==> src/rtl/my_rr_arbiter8.sv <==
// Round-robin arbiter for eight requesters sharing one my_dmux8way resource.
// Grants are held until done, request drop or the MAX_HOLD limit, with an idle bubble between grants.
module my_rr_arbiter8 #(
    parameter int unsigned MAX_HOLD = 16,
    parameter int unsigned HOLD_W   = 8
) (
    input  logic       clk_i,
    input  logic       reset_i,
    input  logic [7:0] req_i,
    input  logic       done_i,
    output logic [7:0] grant_o,
    output logic [2:0] sel_o,
    output logic       busy_o,
    output logic       timeout_o
);

    typedef enum logic [1:0] {
        ST_IDLE  = 2'b00,
        ST_GRANT = 2'b01
    } state_t;

    localparam bit                HOLD_EN   = (MAX_HOLD != 0);
    localparam logic [HOLD_W-1:0] HOLD_LAST = (MAX_HOLD == 0) ? '0 : HOLD_W'(MAX_HOLD - 1);
    localparam logic [HOLD_W-1:0] HOLD_MAX  = {HOLD_W{1'b1}};

    state_t            state_q, state_d;
    logic [7:0]        grant_q, grant_d;
    logic [2:0]        sel_q, sel_d;
    logic              busy_q, busy_d;
    logic              timeout_q, timeout_d;
    logic [HOLD_W-1:0] count_q, count_d;
    logic [2:0]        last_q, last_d;

    logic              pick_valid_s;
    logic [2:0]        pick_idx_s;
    logic [2:0]        scan_idx_s;
    logic              owner_req_s;
    logic              hold_hit_s;

    // Winner search: scan downward from last+8 (= last) to last+1 so the nearest requester wins.
    always_comb begin
        pick_valid_s = |req_i;
        pick_idx_s   = 3'd0;
        scan_idx_s   = 3'd0;
        for (int k = 8; k >= 1; k--) begin
            scan_idx_s = last_q + 3'(k);
            if (req_i[scan_idx_s]) begin
                pick_idx_s = scan_idx_s;
            end else begin
                pick_idx_s = pick_idx_s;
            end
        end
    end

    // Next-state and output decode for the IDLE/GRANT controller.
    always_comb begin
        state_d     = state_q;
        grant_d     = grant_q;
        sel_d       = sel_q;
        busy_d      = busy_q;
        timeout_d   = 1'b0;
        count_d     = count_q;
        last_d      = last_q;
        owner_req_s = req_i[sel_q];
        hold_hit_s  = HOLD_EN && (count_q == HOLD_LAST);
        case (state_q)
            ST_IDLE: begin
                if (pick_valid_s) begin
                    state_d = ST_GRANT;
                    grant_d = 8'd1 << pick_idx_s;
                    sel_d   = pick_idx_s;
                    busy_d  = 1'b1;
                    count_d = '0;
                end else begin
                    grant_d = 8'd0;
                    busy_d  = 1'b0;
                end
            end
            ST_GRANT: begin
                if (done_i || !owner_req_s || hold_hit_s) begin
                    state_d   = ST_IDLE;
                    grant_d   = 8'd0;
                    busy_d    = 1'b0;
                    last_d    = sel_q;
                    // Timeout flags only a revocation the owner did not ask for.
                    timeout_d = hold_hit_s && !done_i && owner_req_s;
                end else if (count_q != HOLD_MAX) begin
                    count_d = count_q + HOLD_W'(1);
                end else begin
                    count_d = count_q;
                end
            end
            default: begin
                state_d = ST_IDLE;
                grant_d = 8'd0;
                busy_d  = 1'b0;
                count_d = '0;
            end
        endcase
    end

    // State and output registers with synchronous reset.
    always_ff @(posedge clk_i) begin
        if (reset_i) begin
            state_q   <= ST_IDLE;
            grant_q   <= 8'd0;
            sel_q     <= 3'd0;
            busy_q    <= 1'b0;
            timeout_q <= 1'b0;
            count_q   <= '0;
            last_q    <= 3'd7;
        end else begin
            state_q   <= state_d;
            grant_q   <= grant_d;
            sel_q     <= sel_d;
            busy_q    <= busy_d;
            timeout_q <= timeout_d;
            count_q   <= count_d;
            last_q    <= last_d;
        end
    end

    assign grant_o   = grant_q;
    assign sel_o     = sel_q;
    assign busy_o    = busy_q;
    assign timeout_o = timeout_q;

endmodule
==> config.mk <==
export PLATFORM = sky130hd
export DESIGN_NAME = my_rr_arbiter8
export DESIGN_NICKNAME = d
export VERILOG_FILES = /design/src/rtl/my_rr_arbiter8.sv
export SDC_FILE = /design/constraint.sdc
export NUM_CORES = 1
export LEC_CHECK = 0
export CELL_PAD_IN_SITES_DETAIL_PLACEMENT = 1
export CELL_PAD_IN_SITES_GLOBAL_PLACEMENT = 1
export CORE_MARGIN = 5
export CORE_UTILIZATION = 40
export DETAILED_ROUTE_END_ITERATION = 7
export MAX_ROUTING_LAYER = met4
export PLACE_DENSITY_LB_ADDON = 0.1
export SLEW_MARGIN = 40
export SYNTH_ARGS = -nofsm -noshare
export SYNTH_HDL_FRONTEND = slang
export SYNTH_SLANG_ARGS = --single-unit
==> constraint.sdc <==
create_clock -name clk_i -period 3.5 [get_ports clk_i]
set_clock_uncertainty 0.05 [all_clocks]
set_input_delay 1.05 -clock clk_i [delete_from_list [all_inputs] [get_ports clk_i]]
set_output_delay 1.05 -clock clk_i [all_outputs]
set_load 0.1 [all_outputs]
==> impl_metrics.py <==
metrics = {
    "run_status": {
        "outcome": "finished clean",
    },
    "global_routing": {
        "grt_use_total_pct": 19.40,
        "antenna_found_initial": 0,
        "grt_pass1_vias": 2247,
        "grt_pass1_wl_um": 11250,
        "grt_start_max_net_pins": 23,
        "grt_overflow_total": 0,
    },
    "critical_path": {
        "critPathArrivalTime_ns": 3.38,
        "worst_setup_path_start_kind": "flip-flop",
        "reg2reg_slack_ns": 0.26,
        "crit_chain": "inv_2 -> ha_1 -> buf_4 -> mux2i_1 -> mux2i_1 -> o221a_2 -> buf_4 -> nor3_1 -> a211oi_2 -> or2_1 -> o32ai_1",
        "cpPeakStageDelay_ns": 0.65,
        "critPathRequiredTime_ns": 3.64,
        "path_max_fanout": 13,
        "crit_family": "adder cells",
        "critPathKind": "flip-flop to flip-flop",
        "cpMaxStageDelayCell": "ha_1",
        "endpoint_kind": "flip-flop",
        "worst-path-buf-inv": 3,
    },
    "power": {
        "p_sw_w": 0.0007772,
        "power_frac_clock_pct": 11.0,
        "p_seq_share_pct": 21.8,
        "vdd_drop_max_v": 0.0003337,
        "p_int_w": 0.0008588,
        "p_leak_nw": 1.221,
        "pwr-share-comb_pct": 67.1,
        "pwr_density_cell_nw_per_um2": 565.8,
        "p_sw_share_pct": 47.51,
        "p_total_w": 0.001636,
    },
    "synth": {
        "synth_fa_ha_area_share_pct": 1.597,
        "yosys_warnings": 0,
        "synth_edf_count": 0,
        "yosysTopAreaCellShare_pct": 21.30,
        "synthTopCellsByArea": "dfxtp_1, mux4_2, mux2i_1",
        "synth_top_cell_by_area": "dfxtp_1",
        "synth_xor_area_share_pct": 3.727,
        "synthMuxAreaShare_pct": 27.21,
        "synthesis.nets": 272,
        "synth-simple-area-share_pct": 18.80,
        "synth_top_family_by_area": "multiplexers",
        "synth_compound_area_share_pct": 19.49,
        "async_flop_share_pct": 0,
        "synth_top_flop_cell": "dfxtp_1",
        "syn_area_um2": 2350,
        "avgSynthCellArea_um2": 9.108,
        "ys_seq_area_share_pct": 21.30,
        "synth.distinct_cells": 65,
        "postSynthCellCount": 258,
        "synth-seq-cells": 25,
    },
    "sta": {
        "fin_ws_ns": 0.2589,
        "min_period_over_period_pct": 92.60,
        "tightestPinTransition_ns": 0.7650,
        "slew_viol_final": 0,
        "slew_headroom_pct": 48.84,
        "clock.fmax_mhz": 308.5,
        "hold_viol": 0,
        "rsz0062_at_grt": "false",
        "setup_violations": 0,
        "hold_slack_ns": 0.3998,
        "finalCriticalPeriod_ns": 3.241,
    },
    "clock_network": {
        "cts.sinks": 25,
        "htreeDepth": 1,
        "clockBufferDepth": 2,
        "cts_tree": "done",
        "root_buffer": "clkbuf_8",
        "clock_latency_ns": 0.28,
        "numCtsBuffers": 3,
        "clk_pin_slew_worst_paths_ns": 0.10,
    },
    "die": {
        "initial_core_util_pct": 40.40,
        "core-area_um2": 5816,
        "rows": 28,
        "fp.dieH_um": 86.65,
        "die_w_um": 86.65,
        "design.die.area_um2": 7507,
        "io-pin-count": 24,
    },
    "final_layout": {
        "drive_gt1_share_pct": 32.12,
        "nets": 317,
        "n_antenna_cell": 0,
        "area_delta_synth_final_pct": 23.06,
        "fin_cells": 377,
        "fillers": 713,
    },
    "detailed_routing": {
        "routed_wl_um": 6740,
        "drt-pass1-iter-count": 4,
        "drc": 0,
        "dr_total_vias": 2193,
        "vias_per_cell": 5.817,
        "wl_per_cell_um": 17.88,
        "postRouteAntennaNets": 0,
        "drtIter0Drc": 93,
    },
    "placement": {
        "dp_cells": 372,
        "io_buffers": 23,
        "gp_congestion": 0.7890,
        "place_hpwl_um": 5296,
        "dp_slack_ns": -0.3030,
    },
    "hold_path": {
        "worstHoldPathType": "flip-flop to flip-flop",
    },
    "flow_run": {
        "maxCapViolations": 0,
    },
}
## power groups by stage
stage          logic [W]  registers (W)  clock network [W]
2_1_floorplan   0.000597       0.000537                  0
3_3_place_gp     0.00105       0.000363                  0
3_5_place_dp     0.00106       0.000364                  0
4_1_cts          0.00107       0.000358           0.000185
5_1_grt          0.00118       0.000364           0.000202
6_report         0.00110       0.000357           0.000181
## cell families (layout without fill, tap and decap cells)
family,after synthesis,count (layout)
and+or+nand+nor,86,86
adders and majority gates,3,3
AOI/OAI and AO/OA,62,62
DFF,25,25
xor gates and xnor gates,10,10
buffers and inverters,31,75
muxes,41,41
## synthesized netlist by cell type (all sizes together) (2+ instances only)
library cell  count
o221a             2
mux4             16
mux2i            17
nand2            21
clkbuf           12
o32ai             2
buf              11
mux2              8
o31ai             3
o211ai            2
nor3              6
xnor2             3
nand3b            3
and2              6
nor2             17
nand4             2
a31o              2
a21o              2
and3              3
o21ai            10
o22ai             3
ha                3
nand2b            9
inv               8
o21a              2
a211oi            4
xor2              7
o221ai            4
dfxtp            25
nand3             8
a21oi            13
nor4              4
## state kept, by name, indices dropped and copies added, names as in the netlist
signal     cells
busy_o         1
count_q        8
state_q        1
grant_o        8
sel_o          3
timeout_o      1
last_q         3
## final cells by class
type,count,area [µm²],area share [%]
multi-input cells,202,1703,58.89
repair buffers,63,518.0,17.91
flip-flops and latches,25,500.5,17.31
well taps,75,93.84,3.245
clock buffers,3,41.29,1.428
inverters,8,30.03,1.039
clock inverters,1,5.005,0.1731
## path summary, 6_finish.rpt
check	from	cells past startpoint	end
worst max-delay path	last_q[0]	11	grant_o[0]
worst min-delay path	grant_o[3]	2	grant_o[3]
worst max register to register	last_q[0]	11	grant_o[0]
worst min register to register	grant_o[3]	2	grant_o[3]
## worst register-to-register path, cell delays in order (launching register included)
cell and delay (ns):
dfxtp_1 0.35, inv_2 0.05, ha_1 0.65, buf_4 0.27, mux2i_1 0.38, mux2i_1 0.14
o221a_2 0.31, buf_4 0.15, nor3_1 0.26, a211oi_2 0.16, or2_1 0.27, o32ai_1 0.11
## placed cells by master (no fill, tap or decap), drive strengths merged, types with 3 or more instances in the layout
cell type,synthesis,layout
buf,11,53
dfxtp,25,25
nand2,21,21
nor2,17,17
mux2i,17,17
mux4,16,16
a21oi,13,13
o21ai,10,10
nand2b,9,9
nand3,8,8
dlymetal6s2s,0,8
inv,8,8
mux2,8,8
xor2,7,7
nor3,6,6
and2,6,6
nor4,4,4
o221ai,4,4
a211oi,4,4
and3,3,3
xnor2,3,3
o22ai,3,3
o31ai,3,3
nand3b,3,3
ha,3,3
clkbuf,12,3
## metrics by stage
stage	utilization, %	TNS [ns]	cell area (µm²)
after floorplan	-	0	2350
after global placement	47.78	-2.097	2779
after CTS	48.69	0	2831
final	49.72	0	2892
after detailed placement	47.78	-2.243	2779
after global routing	49.72	0	2892
## layer usage
metal / GRT usage [%] / vias to the layer above / share of wire [%]
met5: - / - / 0
met4: 3.824 / 0 / 0.65
met3: 2.852 / 6 / 3.7
met2: 30.25 / 44 / 46
met1: 26.91 / 1085 / 49
li1: - / 1058 / -
## what timing repair did
action | in CTS | in global routing
pin swaps | 0 | 2
resized for setup | 1 | 14
buffers inserted | 0 | 1
setup endpoints to repair | 2 | 6
hold buffers | 0 | 0
Power figures use the tool's default switching activity.
